## src/rtl/muse_video_pkg.sv

```systemverilog
// ============================================================================
// Package : muse_video_pkg
// Brief   : 640x480@60 timing constants, colour constants, pattern encoding.
// Rev     : 1.0 - initial release
// ============================================================================
`default_nettype none

package muse_video_pkg;

    localparam int C_H_ACTIVE = 640;
    localparam int C_H_FRONT  = 16;
    localparam int C_H_SYNC   = 96;
    localparam int C_H_BACK   = 48;
    localparam int C_H_TOTAL  = 800;
    localparam int C_V_ACTIVE = 480;
    localparam int C_V_FRONT  = 10;
    localparam int C_V_SYNC   = 2;
    localparam int C_V_BACK   = 33;
    localparam int C_V_TOTAL  = 525;
    localparam int C_CNT_W    = 10;

    typedef logic [23:0] rgb_t;

    localparam rgb_t C_BLACK   = 24'h000000;
    localparam rgb_t C_WHITE   = 24'hFFFFFF;
    localparam rgb_t C_RED     = 24'hFF0000;
    localparam rgb_t C_GREEN   = 24'h00FF00;
    localparam rgb_t C_BLUE    = 24'h0000FF;
    localparam rgb_t C_YELLOW  = 24'hFFFF00;
    localparam rgb_t C_CYAN    = 24'h00FFFF;
    localparam rgb_t C_MAGENTA = 24'hFF00FF;

    typedef enum logic [1:0] {
        PAT_RED     = 2'd0,
        PAT_BLUE    = 2'd1,
        PAT_BARS    = 2'd2,
        PAT_CHECKER = 2'd3
    } pattern_e;

    // Nearest enabled pattern above cur (wrapping); cur itself when it is the only one.
    function automatic pattern_e next_pattern(input pattern_e cur, input logic [3:0] mask);
        logic [1:0] cand;
        next_pattern = cur;
        for (int k = 3; k >= 1; k--) begin
            cand = 2'(int'(cur) + k);
            if (mask[cand]) next_pattern = pattern_e'(cand);
        end
    endfunction

    function automatic rgb_t bar_colour(input logic [2:0] bar);
        case (bar)
            3'd0:    bar_colour = C_WHITE;
            3'd1:    bar_colour = C_YELLOW;
            3'd2:    bar_colour = C_CYAN;
            3'd3:    bar_colour = C_GREEN;
            3'd4:    bar_colour = C_MAGENTA;
            3'd5:    bar_colour = C_RED;
            3'd6:    bar_colour = C_BLUE;
            default: bar_colour = C_BLACK;
        endcase
    endfunction

endpackage

`default_nettype wire

```

## src/rtl/pattern_scheduler_if.sv

```systemverilog
// ============================================================================
// Interface : pattern_scheduler_if
// Brief     : Scheduler configuration inputs and the pixel stream to HDMI.
// Rev       : 1.0 - initial release
// ============================================================================
`default_nettype none

interface pattern_scheduler_if;
    logic [7:0] holdFrames;
    logic [3:0] patternMask;
    logic       forceNext;
    logic [7:0] vgaRed;
    logic [7:0] vgaGreen;
    logic [7:0] vgaBlue;
    logic       hSync;
    logic       vSync;
    logic       dataEnable;
    logic       frameStart;
    logic [1:0] patternIdx;

    modport master (
        output holdFrames, patternMask, forceNext,
        input  vgaRed, vgaGreen, vgaBlue, hSync, vSync, dataEnable, frameStart, patternIdx
    );

    modport slave (
        input  holdFrames, patternMask, forceNext,
        output vgaRed, vgaGreen, vgaBlue, hSync, vSync, dataEnable, frameStart, patternIdx
    );
endinterface

`default_nettype wire

```

## src/rtl/video_timing.sv

```systemverilog
// ============================================================================
// Module : video_timing
// Brief  : Horizontal/vertical counters with raw (unregistered) sync and DE.
// Rev    : 1.0 - initial release
// ============================================================================
`default_nettype none

module video_timing import muse_video_pkg::*; #(
    parameter int H_ACTIVE = C_H_ACTIVE,
    parameter int H_FRONT  = C_H_FRONT,
    parameter int H_SYNC   = C_H_SYNC,
    parameter int H_BACK   = C_H_BACK,
    parameter int V_ACTIVE = C_V_ACTIVE,
    parameter int V_FRONT  = C_V_FRONT,
    parameter int V_SYNC   = C_V_SYNC,
    parameter int V_BACK   = C_V_BACK
) (
    input  wire                clk_i,
    input  wire                rst_ni,
    output logic [C_CNT_W-1:0] h_count_o,
    output logic               v_cell_o,
    output logic               hsync_n_o,
    output logic               vsync_n_o,
    output logic               de_o,
    output logic               first_px_o,
    output logic               boundary_o
);

    localparam logic [C_CNT_W-1:0] H_LAST   = C_CNT_W'(H_ACTIVE + H_FRONT + H_SYNC + H_BACK - 1);
    localparam logic [C_CNT_W-1:0] V_LAST   = C_CNT_W'(V_ACTIVE + V_FRONT + V_SYNC + V_BACK - 1);
    localparam logic [C_CNT_W-1:0] H_ACT    = C_CNT_W'(H_ACTIVE);
    localparam logic [C_CNT_W-1:0] V_ACT    = C_CNT_W'(V_ACTIVE);
    localparam logic [C_CNT_W-1:0] HS_START = C_CNT_W'(H_ACTIVE + H_FRONT);
    localparam logic [C_CNT_W-1:0] HS_END   = C_CNT_W'(H_ACTIVE + H_FRONT + H_SYNC);
    localparam logic [C_CNT_W-1:0] VS_START = C_CNT_W'(V_ACTIVE + V_FRONT);
    localparam logic [C_CNT_W-1:0] VS_END   = C_CNT_W'(V_ACTIVE + V_FRONT + V_SYNC);

    logic [C_CNT_W-1:0] h_q, h_d;
    logic [C_CNT_W-1:0] v_q, v_d;

    always_comb begin
        h_d = h_q + C_CNT_W'(1);
        v_d = v_q;
        if (h_q == H_LAST) begin
            h_d = '0;
            v_d = (v_q == V_LAST) ? '0 : v_q + C_CNT_W'(1);
        end
    end

    always_ff @(posedge clk_i or negedge rst_ni) begin
        if (!rst_ni) begin
            h_q <= '0;
            v_q <= '0;
        end else begin
            h_q <= h_d;
            v_q <= v_d;
        end
    end

    assign h_count_o  = h_q;
    assign v_cell_o   = v_q[5];
    assign hsync_n_o  = !((h_q >= HS_START) && (h_q < HS_END));
    assign vsync_n_o  = !((v_q >= VS_START) && (v_q < VS_END));
    assign de_o       = (h_q < H_ACT) && (v_q < V_ACT);
    assign first_px_o = (h_q == '0) && (v_q == '0);
    assign boundary_o = (h_q == H_LAST) && (v_q == V_LAST);

endmodule

`default_nettype wire

```

## src/rtl/pattern_scheduler.sv

```systemverilog
// ============================================================================
// Module : pattern_scheduler
// Brief  : Cycles test patterns frame by frame and drives registered video.
// Rev    : 1.0 - initial release
// ============================================================================
`default_nettype none

module pattern_scheduler import muse_video_pkg::*; #(
    parameter int H_ACTIVE = C_H_ACTIVE,
    parameter int V_ACTIVE = C_V_ACTIVE,
    parameter int H_FRONT  = C_H_FRONT,
    parameter int H_SYNC   = C_H_SYNC,
    parameter int H_BACK   = C_H_BACK,
    parameter int V_FRONT  = C_V_FRONT,
    parameter int V_SYNC   = C_V_SYNC,
    parameter int V_BACK   = C_V_BACK
) (
    input  wire                 pixelClk,
    input  wire                 reset,
    pattern_scheduler_if.slave  bus
);

    localparam int BAR_W = H_ACTIVE / 8;

    logic [C_CNT_W-1:0] w_h;
    logic               w_v_cell, w_hs_n, w_vs_n, w_de, w_first_px, w_boundary;

    video_timing #(
        .H_ACTIVE (H_ACTIVE), .H_FRONT (H_FRONT), .H_SYNC (H_SYNC), .H_BACK (H_BACK),
        .V_ACTIVE (V_ACTIVE), .V_FRONT (V_FRONT), .V_SYNC (V_SYNC), .V_BACK (V_BACK)
    ) u_timing (
        .clk_i      (pixelClk),
        .rst_ni     (reset),
        .h_count_o  (w_h),
        .v_cell_o   (w_v_cell),
        .hsync_n_o  (w_hs_n),
        .vsync_n_o  (w_vs_n),
        .de_o       (w_de),
        .first_px_o (w_first_px),
        .boundary_o (w_boundary)
    );

    pattern_e   idx_q, idx_d, idx_out_q;
    logic [7:0] frame_cnt_q, frame_cnt_d;
    logic [3:0] mask_q, mask_d;
    logic       pending_q, pending_d;
    rgb_t       rgb_q;
    logic       hs_q, vs_q, de_q, fs_q;

    logic [7:0] w_hold_last;
    logic       w_advance;
    logic [2:0] w_bar;
    rgb_t       w_rgb;

    // A force arriving on the boundary cycle itself is consumed by that boundary.
    always_comb begin
        idx_d       = idx_q;
        frame_cnt_d = frame_cnt_q;
        mask_d      = mask_q;
        pending_d   = pending_q | bus.forceNext;
        w_hold_last = (bus.holdFrames == 8'd0) ? 8'd0 : bus.holdFrames - 8'd1;
        w_advance   = 1'b0;
        if (w_boundary) begin
            mask_d    = bus.patternMask;
            pending_d = 1'b0;
            if (bus.patternMask == 4'd0) begin
                frame_cnt_d = 8'd0;
            end else begin
                w_advance = pending_q | bus.forceNext | (frame_cnt_q >= w_hold_last)
                          | !bus.patternMask[idx_q];
                if (w_advance) begin
                    idx_d       = next_pattern(idx_q, bus.patternMask);
                    frame_cnt_d = 8'd0;
                end else begin
                    frame_cnt_d = frame_cnt_q + 8'd1;
                end
            end
        end
    end

    always_comb begin
        w_bar = 3'd0;
        for (int b = 1; b < 8; b++) begin
            if (int'(w_h) >= b * BAR_W) w_bar = 3'(b);
        end
        case (idx_q)
            PAT_RED:     w_rgb = C_RED;
            PAT_BLUE:    w_rgb = C_BLUE;
            PAT_BARS:    w_rgb = bar_colour(w_bar);
            PAT_CHECKER: w_rgb = (w_h[5] ^ w_v_cell) ? C_BLACK : C_WHITE;
            default:     w_rgb = C_BLACK;
        endcase
        if (!w_de || (mask_q == 4'd0)) w_rgb = C_BLACK;
    end

    // The mask copy resets to all-enabled so the first frame after reset is visible.
    always_ff @(posedge pixelClk or negedge reset) begin
        if (!reset) begin
            idx_q       <= PAT_RED;
            idx_out_q   <= PAT_RED;
            frame_cnt_q <= 8'd0;
            mask_q      <= 4'hF;
            pending_q   <= 1'b0;
            rgb_q       <= C_BLACK;
            hs_q        <= 1'b1;
            vs_q        <= 1'b1;
            de_q        <= 1'b0;
            fs_q        <= 1'b0;
        end else begin
            idx_q       <= idx_d;
            idx_out_q   <= idx_q;
            frame_cnt_q <= frame_cnt_d;
            mask_q      <= mask_d;
            pending_q   <= pending_d;
            rgb_q       <= w_rgb;
            hs_q        <= w_hs_n;
            vs_q        <= w_vs_n;
            de_q        <= w_de;
            fs_q        <= w_first_px;
        end
    end

    assign bus.vgaRed     = rgb_q[23:16];
    assign bus.vgaGreen   = rgb_q[15:8];
    assign bus.vgaBlue    = rgb_q[7:0];
    assign bus.hSync      = hs_q;
    assign bus.vSync      = vs_q;
    assign bus.dataEnable = de_q;
    assign bus.frameStart = fs_q;
    assign bus.patternIdx = idx_out_q;

endmodule

`default_nettype wire

```

## src/flat_wrapper.sv

```systemverilog
// flat-port wrapper written by rule: the top's interface ports become plain ports
module pattern_scheduler_flat import muse_video_pkg::*;
#(
    parameter int H_ACTIVE = C_H_ACTIVE,
    parameter int V_ACTIVE = C_V_ACTIVE,
    parameter int H_FRONT  = C_H_FRONT,
    parameter int H_SYNC   = C_H_SYNC,
    parameter int H_BACK   = C_H_BACK,
    parameter int V_FRONT  = C_V_FRONT,
    parameter int V_SYNC   = C_V_SYNC,
    parameter int V_BACK   = C_V_BACK
)
  (pixelClk, reset, bus_holdFrames, bus_patternMask, bus_forceNext, bus_vgaRed, bus_vgaGreen, bus_vgaBlue, bus_hSync, bus_vSync, bus_dataEnable, bus_frameStart, bus_patternIdx);
  pattern_scheduler_if bus_i ();
  input  wire pixelClk;
  input  wire reset;
  input wire logic [$bits(bus_i.holdFrames)-1:0] bus_holdFrames;
  input wire logic [$bits(bus_i.patternMask)-1:0] bus_patternMask;
  input wire logic [$bits(bus_i.forceNext)-1:0] bus_forceNext;
  output wire logic [$bits(bus_i.vgaRed)-1:0] bus_vgaRed;
  output wire logic [$bits(bus_i.vgaGreen)-1:0] bus_vgaGreen;
  output wire logic [$bits(bus_i.vgaBlue)-1:0] bus_vgaBlue;
  output wire logic [$bits(bus_i.hSync)-1:0] bus_hSync;
  output wire logic [$bits(bus_i.vSync)-1:0] bus_vSync;
  output wire logic [$bits(bus_i.dataEnable)-1:0] bus_dataEnable;
  output wire logic [$bits(bus_i.frameStart)-1:0] bus_frameStart;
  output wire logic [$bits(bus_i.patternIdx)-1:0] bus_patternIdx;
  assign bus_i.holdFrames = bus_holdFrames;
  assign bus_i.patternMask = bus_patternMask;
  assign bus_i.forceNext = bus_forceNext;
  assign bus_vgaRed = bus_i.vgaRed;
  assign bus_vgaGreen = bus_i.vgaGreen;
  assign bus_vgaBlue = bus_i.vgaBlue;
  assign bus_hSync = bus_i.hSync;
  assign bus_vSync = bus_i.vSync;
  assign bus_dataEnable = bus_i.dataEnable;
  assign bus_frameStart = bus_i.frameStart;
  assign bus_patternIdx = bus_i.patternIdx;
  pattern_scheduler #(.H_ACTIVE(H_ACTIVE), .V_ACTIVE(V_ACTIVE), .H_FRONT(H_FRONT), .H_SYNC(H_SYNC), .H_BACK(H_BACK), .V_FRONT(V_FRONT), .V_SYNC(V_SYNC), .V_BACK(V_BACK)) u_core (.pixelClk(pixelClk), .reset(reset), .bus(bus_i));
endmodule
```

## config.mk

```make
export PLATFORM = sky130hd
export DESIGN_NAME = pattern_scheduler_flat
export DESIGN_NICKNAME = d
export VERILOG_FILES = /design/src/rtl/muse_video_pkg.sv /design/src/rtl/pattern_scheduler_if.sv /design/src/rtl/video_timing.sv /design/src/rtl/pattern_scheduler.sv /design/src/flat_wrapper.sv
export SDC_FILE = /design/constraint.sdc
export NUM_CORES = 1
export LEC_CHECK = 0
export ABC_AREA = 1
export CORE_MARGIN = 10
export CORE_UTILIZATION = 50
export CTS_CLUSTER_SIZE = 24
export DETAILED_ROUTE_END_ITERATION = 12
export GPL_TIMING_DRIVEN = 0
export PLACE_DENSITY_LB_ADDON = 0.25
export SYNTH_ARGS = -nofsm -noshare
export SYNTH_HDL_FRONTEND = slang
export SYNTH_SLANG_ARGS = --single-unit
```

## constraint.sdc

```tcl
create_clock -name pixelClk -period 2.45 [get_ports pixelClk]
set_clock_uncertainty 0.1 [all_clocks]
set_input_delay 0.3675 -clock pixelClk [delete_from_list [all_inputs] [get_ports pixelClk]]
set_output_delay 0.3675 -clock pixelClk [all_outputs]
set_load 0.05 [all_outputs]
```

Yosys cells after proc, flatten, opt, wreduce, memory -nomap -nowiden
Cells that the tools add are included.
- output and inout bits: 30
- bits of input ports: 15
- bits in registers: 65
- $add $sub $neg: 7
- bitwise operators: 5
- equality and inequality tests: 11
- muxes and demuxes: 28
- order comparisons: 18
- reduce and logical (&&, ||, !) cells: 19
- operator list (operator ; number):
    case mux 24 bit (7 select lines) ; 1
    case mux 24 bit (4 select lines) ; 1
    2-to-1 mux 24 bit ; 2
    >= comparator 10 x 9 -> 1 bit (second input constant) ; 4
    2-to-1 mux 8 bit ; 3
    adder 10 x 1 -> 10 bit (second input constant) ; 2
    equality test 10 bit (second input constant) ; 2
    >= comparator 10 bit (second input constant) ; 2
    >= comparator 10 x 8 -> 1 bit (second input constant) ; 2
    zero test 10 bit ; 2
    less-than comparator 10 bit (second input constant) ; 2
    less-than comparator 10 x 9 -> 1 bit (second input constant) ; 2
    2-to-1 mux 10 bit ; 2
    less-than comparator 2 x 3 -> 1 bit (second input constant) ; 4
    2-to-1 mux 3 bit ; 4
    >= comparator 10 x 7 -> 1 bit (second input constant) ; 1
    2-to-1 mux 2 bit ; 5
    equality test 3 bit (second input constant) ; 3
    adder 8 x 1 -> 8 bit (second input constant) ; 1
    binary-select mux 1 bit (select 2 bit) ; 4
    >= comparator 8 bit ; 1
    zero test 4 bit ; 2
    zero test 8 bit ; 1
    subtractor 8 x 1 -> 8 bit (second input constant) ; 1
    17 further kinds ; 34

Logic depth before layout (Yosys ltp)
- word-level depth: 12
- depth in mapped cells: 18
- gate-level depth less buffers: 18

By module
From an unflattened synthesis, not the netlist that was laid out.
- cell total of the unflattened synthesis: 434
- area, all modules: 3169.3 sq um
- modules (own cells, without submodules) (module ; times used ; cells an instance ; area each (sq um) ; seq. area each (sq um)):
    pattern_scheduler ; 1 ; 270 ; 1926.8 ; 608.1
    video_timing ; 1 ; 164 ; 1242.4 ; 500.5

Worst setup path after synthesis
OpenSTA, ideal clock, no wires.
- path kind: input -> register
- start point: in bus_holdFrames[0]
- end point: reg u_core.frame_cnt_q[3]
- stages: 18
- path slack: 160 ps
- required time: 2285 ps
- library setup time: 65 ps
- buffers on the path: 0
- arrival time: 2125 ps
- cells stage by stage: inv_1 > ha_1 > nand2_1 > inv_1 > nand2_1 > nor3_1 > inv_1 > nand3_1 > ha_1 > nand2_1 > inv_1 > nand2_1 > nand2_1 > nand2_1 > nand4_1 > nor2_4 > nand3b_1 > nand2_1
- word-level cells in the longest chain between the ends: 7
- RTL lines (item ; RTL line ; RTL):
    start, declared ; flat_wrapper.sv:17 ; input wire logic [$bits(bus_i.holdFrames)-1:0] bus_holdFrames;
    subtractor 8 x 1 -> 8 bit or zero test 8 bit (tied branches) ; pattern_scheduler.sv:61 ; w_hold_last = (bus.holdFrames == 8'd0) ? 8'd0 : bus.holdFrames - 8'd1;
    2-to-1 mux 8 bit * ; pattern_scheduler.sv:61 ;
    >= comparator 8 bit * ; pattern_scheduler.sv:69 ; w_advance = pending_q | bus.forceNext | (frame_cnt_q >= w_hold_last)
    OR 1 bit * ; pattern_scheduler.sv:69 ;
    OR 1 bit * ; pattern_scheduler.sv:70 ; | !bus.patternMask[idx_q];
    2-to-1 mux 8 bit * ; pattern_scheduler.sv:71 ; if (w_advance) begin
    2-to-1 mux 8 bit * ; pattern_scheduler.sv:66 ; if (bus.patternMask == 4'd0) begin
    end signal, assigned ; pattern_scheduler.sv:112 ; frame_cnt_q <= frame_cnt_d;
    end, declared ; pattern_scheduler.sv:44 ; logic [7:0] frame_cnt_q, frame_cnt_d;
Every way passes the cells marked *; elsewhere a longest branch is shown, timed or not.
A chain may end at the register's enable or synchronous reset.

Final worst setup path
- start point: in bus_holdFrames[6]
- end point: reg u_core.frame_cnt_q[4]
Same word-level chain as after synthesis.

==> results.py <==
metrics = {
    "yosys": {
        "ys_ff_latch": 44,
        "synth_edf_count": 0,
        "synth_warnings": 0,
        "seq_area_frac_synth_pct": 35.5,
        "synth_area_per_cell_um2": 7.53,
        "syn_area_um2": 3120,
        "yosys_most_used_dff": "dfrtp_1",
        "syn_inst": 415,
        "synthArstFlopShare_pct": 100,
        "synthDistinctLibCells": 36,
        "synth_nets": 448,
    },
    "timing": {
        "timing.hold.ws_ns": 0.319,
        "tightest_slew_ns": 0.517,
        "finalCritPeriodShare_pct": 94.7,
        "drv_slew": 0,
        "final-setup-viol-count": 0,
        "fmax_mhz": 431,
        "hold_viol_final": 0,
        "period_needed_ns": 2.32,
        "slew_headroom_pct": 65.5,
    },
    "drt": {
        "highest_layer": "met4",
        "met2WireLength_mm": 3.37,
        "vias": 2780,
        "ant_nets": 0,
        "wl_met1_mm": 3.30,
        "wl_per_cell_um": 13.0,
        "vias_per_cell": 5.05,
        "met3_wirelength_um": 391,
        "drc": 0,
        "dr.pass1.iters": 4,
        "routed_wl_mm": 7.15,
        "drt_iter0_drc": 121,
    },
    "critical_path": {
        "criticalPathCategory": "in -> reg",
        "start_kind": "input port",
        "cp.arrival_ns": 2.47,
        "crit_fanout": 8,
        "cp.required_ns": 2.60,
        "cp_slowest_cell": "clkdlybuf4s50_1",
        "critPathTopFamily": "simple AND/OR/NAND/NOR gates",
        "path_buf_inv": 3,
        "worstSetupEndpointType": "flop",
        "crit_chain": "clkdlybuf4s50_1 -> inv_1 -> nand2_1 -> o21ai_2 -> nand2_2 -> ha_4 -> a21oi_4 -> inv_1 -> nor2_1 -> nand4_1 -> nor2_4 -> nand3b_1 -> nand2_1",
        "max_stage_delay_ns": 0.49,
    },
    "outcome": {
        "status": "finished, final reports clean",
    },
    "placed_design": {
        "place_hpwl_mm": 5.39,
        "port_buffers": 44,
        "gp_congestion": 0.910,
    },
    "global_route": {
        "grt_usage_pct": 14.4,
        "grt-ovfl-total": 0,
        "grt_pass1_wl_mm": 12.2,
        "grt_start_max_net_pins": 26,
        "antenna_found_initial": 0,
        "grt_pass1_vias": 2681,
    },
    "floorplanning": {
        "std_cell_rows": 28,
        "start_util_pct": 52.1,
        "die_h_um": 99.0,
        "die_x_um": 99.0,
        "die-area_um2": 9810,
        "core_area_um2": 5990,
        "ios": 45,
    },
    "job": {
        "maxCapViolCount": 0,
    },
    "worst_hold_path": {
        "hold_path_class": "reg -> reg",
    },
    "clock_network": {
        "cts_tree": "done",
        "cts-buffers-inserted": 5,
        "clockRootBuffer": "clkbuf_8",
        "clock_latency_ns": 0.31,
        "cts.sinks": 44,
        "cts_htree_levels": 2,
        "ctsLongestPathBuffers": 2,
        "clk_pin_slew_ns": 0.09,
    },
    "final_layout": {
        "nets": 507,
        "num_antenna_cells": 0,
        "seqCellArea_um2": 1110,
        "multi_input_area_um2": 1770,
        "fillerInstances": 482,
        "utilization_pct": 66.5,
        "layout-drive-gt1-share_pct": 24.0,
        "area_delta_synth_final_pct": 27.6,
    },
    "power": {
        "power.density_nw_per_um2": 369,
        "total_power_mw": 1.47,
        "max-vdd-ir-drop_mv": 0.327,
        "leakage_nw": 2.02,
    },
}
[worst register-to-register path, delay by kind of cell, from the launching register on]
family | cells | cell delay [ns]
AO/OA/AOI/OAI | 1 | 0.07
flip-flops | 1 | 0.40
AND/OR/NAND/NOR | 8 | 0.95
adder cells (fa/ha/maj) | 1 | 0.19
buffers and inverters | 1 | 0.12
[Yosys cell counts, types with 2 or more instances]
cell	count	area, um2
nor2_4	4	45.0
dfrtp_1	38	951
o21ai_0	11	55.1
nand3b_1	2	15.0
inv_2	8	30.0
dfstp_2	6	158
nor3_1	7	35.0
nand2_2	5	31.3
a21oi_1	19	95.1
nand3_1	27	135
nor2_8	2	40.0
o211ai_1	3	22.5
inv_1	52	195
nand4_1	5	31.3
or2_2	5	31.3
o21ai_1	7	35.0
xor2_1	8	70.1
ha_1	18	225
nor2_2	6	37.5
nand4_4	2	42.5
nand2_4	2	22.5
a211oi_1	2	15.0
nor2_1	41	154
buf_4	22	165
nand2_1	100	375
nor4_1	3	18.8
[repair_timing]
action	in CTS	in global routing
setup buffers	1	5
endpoints found under the setup margin	10	10
hold buffers	1	0
gates resized for setup	21	27
pin swaps	9	16
hold endpoints to repair	15	0
[layout make-up]
type	count	area share (%)
clock buffers	6	2.07
repair buffers	52	12.5
plain buffers	23	4.27
flip-flops and latches	44	27.8
inverters	61	5.75
multi-input cells	287	44.3
clock inverters	2	0.973
well taps	75	2.35
[registers in the layout (all words and copies together), names as in the netlist]
signal and count:
u_core.rgb_q 3, u_core.idx_q 2, u_core.bus.vSync 1, u_core.u_timing.v_q 10, u_core.frame_cnt_q 8, u_core.pending_q 1
u_core.bus.hSync 1, u_core.bus.dataEnable 1, u_core.mask_q 4, u_core.bus.frameStart 1, u_core.u_timing.h_count_o 10, u_core.bus.patternIdx 2
[layout by cell type, fill, tap and decap left out, types with 9 or more instances in the layout]
master           count
o21ai_0              9
clkdlybuf4s50_1     37
dfrtp_1             38
inv_2               14
nor2_2              10
nand2_2              9
nor2_1              37
a21oi_1             17
nand2_1             95
ha_1                12
inv_1               46
nand3_1             24
buf_4               28
[path summary, 6_finish.rpt]
check	slack (ns)	startpoint	end	cells after the start
max in group asynchronous	1.23	reset	u_core.bus.hSync$_DFF_PN1_	3
min in group asynchronous	0.45	reset	u_core.u_timing.v_q[7]$_DFFE_PN0N_	2
setup reg to reg	0.53	u_core.u_timing.v_q[0]$_DFFE_PN0N_	u_core.idx_q[0]$_DFFE_PN0P_	11
hold / removal	0.32	u_core.idx_q[0]$_DFFE_PN0P_	u_core.bus.patternIdx[0]$_DFF_PN0_	0
hold reg to reg	0.32	u_core.idx_q[0]$_DFFE_PN0P_	u_core.bus.patternIdx[0]$_DFF_PN0_	0
setup / recovery	0.13	bus_holdFrames[6]	u_core.frame_cnt_q[4]$_DFFE_PN0P_	13
[logic make-up (layout without fill, tap and decap cells)]
| logic type | Yosys count | in the layout | share of synthesized area [%] |
|---|---|---|---|
| simple gates | 215 | 215 | 34.2 |
| fa+ha+maj | 18 | 18 | 7.21 |
| buf+inv | 84 | 144 | 12.8 |
| xor+xnor | 9 | 9 | 2.52 |
| flops | 44 | 44 | 35.5 |
| compound gates | 45 | 45 | 7.81 |
[where the power goes]
part / internal (mW) / total (mW) / switching, mW / leakage (nW)
Combinational: 0.0631 / 0.138 / 0.0752 / 1.44
Clock: 0.334 / 0.608 / 0.274 / 0.0614
Sequential: 0.726 / 0.726 / 0.0000000000000000104 / 0.522
Total: 1.12 / 1.47 / 0.349 / 2.02
[metrics by stage]
stage	setup WS, ns	TNS, ns	cell area [um2]	instances
floorplan	0.160	0	3120	415
global placement	-0.664	-16.85	3660	534
detailed placement	-0.709	-6.73	3670	535
CTS	0.00611	0	3880	545
global route	-0.0152	-0.0152	3990	550
finish	0.129	0	3990	550
[per-layer routing]
layer	GRT usage, %	up-vias
met3	4.19	9
met5	0	-
met1	18.8	1289
met2	23.0	59
li1	-	1423
met4	3.42	0
No activity file was read; power rests on OpenSTA's default activity.
